===== src/rtl/random_byte_gen.sv =====
// Pseudo-random byte source on a 32-bit right-shift Galois LFSR, STEPS_PER_CLK steps per clock.
// o_data is taken straight from the state register; there is no handshake and it never stalls.
module random_byte_gen #(
    parameter int          STEPS_PER_CLK = 8,
    parameter logic [31:0] POLY          = 32'h80200003,
    parameter logic [31:0] DEFAULT_SEED  = 32'h00000001
) (
    input  logic        i_clk,
    input  logic        i_reset,
    input  logic [31:0] i_seed,
    output logic [7:0]  o_data
);

    generate
        if (STEPS_PER_CLK < 1 || STEPS_PER_CLK > 32) begin : g_bad_steps
            $error("STEPS_PER_CLK must be in 1..32");
        end
        if (DEFAULT_SEED == 32'h0) begin : g_bad_seed
            $error("DEFAULT_SEED must be nonzero");
        end
    endgenerate

    logic [31:0] r_state;
    logic [31:0] w_stepped;

    function automatic logic [31:0] lfsr_step(input logic [31:0] s);
        logic [31:0] n;
        n = {1'b0, s[31:1]};
        if (s[0]) begin
            n = n ^ POLY;
        end
        return n;
    endfunction

    // Fully unrolled in one cycle so each clock advances STEPS_PER_CLK single steps.
    always_comb begin
        w_stepped = r_state;
        for (int i = 0; i < STEPS_PER_CLK; i++) begin
            w_stepped = lfsr_step(w_stepped);
        end
    end

    always_ff @(posedge i_clk) begin
        if (i_reset) begin
            r_state <= (i_seed == 32'h0) ? DEFAULT_SEED : i_seed;
        end else if (r_state == 32'h0) begin
            // All-zero is the LFSR's lockup state; only an upset can get here.
            r_state <= DEFAULT_SEED;
        end else begin
            r_state <= w_stepped;
        end
    end

    assign o_data = r_state[7:0];

endmodule


===== config.mk =====
export PLATFORM = sky130hd
export DESIGN_NAME = random_byte_gen
export DESIGN_NICKNAME = d
export VERILOG_FILES = /design/src/rtl/random_byte_gen.sv
export SDC_FILE = /design/constraint.sdc
export NUM_CORES = 1
export LEC_CHECK = 0
export BUFFER_PORTS_ARGS = -buffer_cell sky130_fd_sc_hd__buf_2
export CAP_MARGIN = 10
export CORE_ASPECT_RATIO = 0.8
export CORE_MARGIN = 2
export CORE_UTILIZATION = 40
export CTS_BUF_LIST = sky130_fd_sc_hd__clkbuf_8
export DETAILED_ROUTE_END_ITERATION = 10
export GPL_ROUTABILITY_DRIVEN = 1
export PLACE_DENSITY = 0.77
export SLEW_MARGIN = 10
export SYNTH_ARGS = -nofsm -noshare
export SYNTH_HDL_FRONTEND = slang
export SYNTH_SLANG_ARGS = --single-unit

===== constraint.sdc =====
create_clock -name i_clk -period 1.8 [get_ports i_clk]
set_input_delay 0.18 -clock i_clk [delete_from_list [all_inputs] [get_ports i_clk]]
set_output_delay 0.18 -clock i_clk [all_outputs]
set_load 0.03 [all_outputs]

* Word-level counts from Yosys, hierarchy flattened
Cells that the tools add are included.
** Word-level totals
- Register bits after elaboration :: 32
- Input bits :: 34
- Output and inout bits :: 8
** Operators by class
- Mux-type cells :: 11
- Bitwise operators :: 8
- Reduce and logical (&&, ||, !) cells :: 2
** Operator list (count)
- 2-to-1 mux 32 bit :: 11
- logical NOT 32 bit :: 2
- NOT 3 -> 4 bit :: 8

* Logic depth before layout (Yosys ltp)
- Depth in word-level cells :: 18
- Depth in mapped cells :: 7

* Worst setup path before layout
OpenSTA, ideal clock, no wires.
- Kind :: reg2reg
- Start :: reg r_state[0]
- End :: reg r_state[0]
- Library setup time :: 122 ps
- Arrival time :: 1620 ps
- Data required time :: 1678 ps
- Setup slack :: 58 ps
- Stages on the path, launching flop included :: 7
- Buffers on the path :: 0
- Period minus slack after synthesis :: 1742 ps
- Cells stage by stage :: dfxtp_1 inv_1 ha_1 xnor3_2 xnor2_4 xnor2_1 o32a_1
** On the way
- Word-level cells in the longest chain between the ends :: 14
** Ends and longest elaborated chain
- start, declared :: RTL line 23 : logic [31:0] r_state;
- start signal, assigned :: RTL line 45 : r_state <= (i_seed == 32'h0) ? DEFAULT_SEED : i_seed;
- start signal, assigned :: RTL line 50 : r_state <= w_stepped;
- 2-to-1 mux 32 bit :: RTL line 29 : if (s[0]) begin
- NOT 3 -> 4 bit (no line)
- 2-to-1 mux 32 bit (2 in series) :: RTL line 29
- NOT 3 -> 4 bit (no line)
- 2-to-1 mux 32 bit (2 in series) :: RTL line 29
- NOT 3 -> 4 bit (no line)
- 2-to-1 mux 32 bit (2 in series) :: RTL line 29
- NOT 3 -> 4 bit (no line)
- 2-to-1 mux 32 bit :: RTL line 29
- 2-to-1 mux 32 bit (*) :: RTL line 46 : end else if (r_state == 32'h0) begin
- 2-to-1 mux 32 bit (*) :: RTL line 44 : if (i_reset) begin
Every way passes the cells marked *; elsewhere a longest branch is shown, timed or not.

* Worst setup path after layout
- Start :: reg r_state[0]
- End :: reg r_state[21]
** On the way
- Word-level cells in the longest chain between the ends :: 13
** Ends and longest elaborated chain (RTL line)
- 2-to-1 mux 32 bit :: 29
- 2-to-1 mux 32 bit or NOT 3 -> 4 bit (tied branches)
- NOT 3 -> 4 bit (no line) or 2-to-1 mux 32 bit (tied branches)
- 2-to-1 mux 32 bit :: 29
- 2-to-1 mux 32 bit or NOT 3 -> 4 bit (tied branches)
- NOT 3 -> 4 bit (no line) or 2-to-1 mux 32 bit (tied branches)
- 2-to-1 mux 32 bit :: 29
- 2-to-1 mux 32 bit or NOT 3 -> 4 bit (tied branches)
- NOT 3 -> 4 bit (no line) or 2-to-1 mux 32 bit (tied branches)
- 2-to-1 mux 32 bit (2 in series) :: 29
- 2-to-1 mux 32 bit (*) :: 46
- 2-to-1 mux 32 bit (*) :: 44
Marks and branches as above.

==> out/qor.yml <==
avgSynthCellArea_um2: 10.3
wl_um: 3510
syn_to_final_growth_pct: 22.3
post-place-ws_ns: 0.0860
setup_ws_ns: 0.133
dr.pass1.iters: 4
antenna_found_initial: 0
cp-endpoint: "r_state[21]"
yosys_warnings: 0
max_slew_margin_pct: 67.3
synth_cell_types: 23
grt_usage_pct: 18.5
finalInstanceArea_um2: 1760
tightest_slew_ns: 0.487
synth_area_um2: 1440
slew_violations: 0
period_needed_ns: 1.67
drt_iter0_drc: 81
hold_path_class: "primary input to register"
dieArea_um2: 4100
cts_max_path_buffers: 2
hold_viol: 0
r2r_end: "r_state[21]"
p_total_w: 0.00345
yosysTopAreaCell: "dfxtp_1"
r2r_start: "r_state[0]"
drcViolationCount: 0
fillers: 319
finalSetupTns_ns: 0
rrSetupSlack_ns: 0.13
place_hpwl_um: 2810
grt-ovfl-total: 0
required_ns: 1.97
place_congestion: 0.886
portBuffers: 41
largest_register: "r_state"
setup_viol: 0
fp.dieW_um: 71.1
post_drt_wl_per_cell_um: 15.7
ir_drop_v: 0.000683
drive_above_1_share_pct: 38.5
nNetsFinal: 216
grt_pass1_wl_um: 5450
crit_start: "r_state[0]"
largest_register_ffs: 32
p_comb_share_pct: 48.5
netlist.area_leader.share_pct: 44.5
vias_per_cell: 5.20
worstHoldStart: "i_seed[25]"
root_buffer: "clkbuf_8"
status: "complete, no violations"
hold_ws_ns: 0.111
coreArea_um2: 3450
swShare_pct: 37.5
power_leakage_nw: 0.782
ios: 42
reg_top3: "r_state (32)"
grt_pass1_vias: 1120
max-cap-violations: 0
yosysSeqAreaShare_pct: 44.5
fmax_ghz: 0.600
final_antenna_net_count: 0
yosys-top-cells-area: "dfxtp_1 44%, mux2_2 11%, nor4_1 6.1%"
die_y_um: 57.7
r2r_cells: 6
vias: 1164
power.density_nw_per_um2: 1960
clockPowerShare_pct: 15.8
cp_max_fo: 4
grt_max_degree: 20
cts_made_buffers: 5
syn_nets: 175
rows: 19
cts_tree: "yes"
p_switching_w: 0.00129
cp-end-kind: "register"
clk_latency_ns: 0.29
power.share.sequential_pct: 35.7
syn_inst: 140
worstSetupPathType: "register to register"
skew_ns: 0.00615
diodes: 0
clk_pin_slew_ns: 0.06
initial_core_util_pct: 41.8
clock_sinks: 32
htreeDepth: 2
ys_seq_elements: 32
grt_setup_unrepaired: "false"
arrival_ns: 1.84
p_int_w: 0.00216
post_dp_cell_area_um2: 1650
startpoint_type: "register"
timing.final.crit_share_pct: 92.6
-- power by group through the flow --
stage,clock network (W),registers (W),logic (W)
CTS,0.000557,0.00123,0.00159
global placement,0,0.00124,0.00151
global route,0.000595,0.00126,0.00182
floorplan,0,0.00118,0.00130
finish,0.000546,0.00123,0.00167
detailed placement,0,0.00124,0.00157
-- worst max-delay path: stages (launching register included) --
cell     delay [ns]
dfxtp_1        0.33
inv_1          0.08
ha_4           0.30
xnor3_1        0.30
xnor2_2        0.27
xor2_1         0.18
o21ai_0        0.10
-- kinds of logic (layout without fill, tap and decap cells) --
| family | count (synthesis) | in the layout | share of synthesized area (%) |
|---|---|---|---|
| AOI/OAI and AO/OA | 19 | 19 | 6.95 |
| xor gates and xnor gates | 20 | 20 | 16.9 |
| adders and majority gates | 1 | 1 | 0.869 |
| buffers and inverters | 16 | 58 | 6.34 |
| DFF | 32 | 32 | 44.5 |
| muxes | 14 | 14 | 10.9 |
| and+or+nand+nor | 38 | 38 | 13.5 |
-- cell usage in the layout, fill, tap and decap left out, types with 2 or more instances in the layout --
master	netlist	routed
buf_4	8	5
nand2_1	17	17
xnor2_1	7	7
xnor3_1	2	2
o21ai_0	17	17
nor4_1	14	14
dfxtp_1	32	32
buf_2	0	41
xor2_1	8	8
inv_1	4	6
clkbuf_8	0	6
nand4_1	4	4
mux2_2	14	14
-- Yosys cell counts (all sizes together) --
master,number
xnor2,9
nor4b,1
xor2,8
o21ai,18
nand2,17
dfxtp,32
inv,4
nor2,1
ha,1
mux2,14
buf,9
nor4,14
xnor3,3
clkbuf,3
nand4,4
nor3,1
o32a,1
-- cell type report --
type	instances	area [um2]	share of cell area, %
repair buffers	46	243	13.8
flip-flops and latches	32	641	36.4
multi-input cells	92	721	40.9
inverters	4	15.0	0.852
clock inverters	2	7.51	0.426
clock buffers	6	82.6	4.69
well taps	42	52.6	2.98
-- what timing repair did --
| action | in CTS | in global routing |
|---|---|---|
| hold buffers | 0 | 0 |
| setup endpoints to repair | 0 | 2 |
| gates resized for setup | 0 | 1 |
| buffers inserted | 0 | 1 |
-- worst min-delay path by stage --
stage                   to  slack (ns)  depth (start not counted)
6_report       r_state[25]        0.11                          3
5_1_grt        r_state[27]        0.13                          3
4_1_cts        r_state[25]        0.10                          3
3_5_place_dp   r_state[25]        0.40                          3
3_3_place_gp   r_state[25]        0.40                          3
2_1_floorplan  r_state[14]        0.29                          2
-- metrics by stage --
step                std cells  util, %
global route              224     51.1
detailed placement        215     47.9
global placement          215     47.9
floorplan                 140        -
CTS                       223     50.5
finish                    224     51.1
-- per-layer routing --
layer	routed length (um)	vias up	global-route usage [%]
met4	38	0	5.66
met5	0	-	0
met3	275	6	7.13
met1	1700	533	25.5
li1	-	573	-
met2	1500	52	27.1
Power figures use the tool's default switching activity.
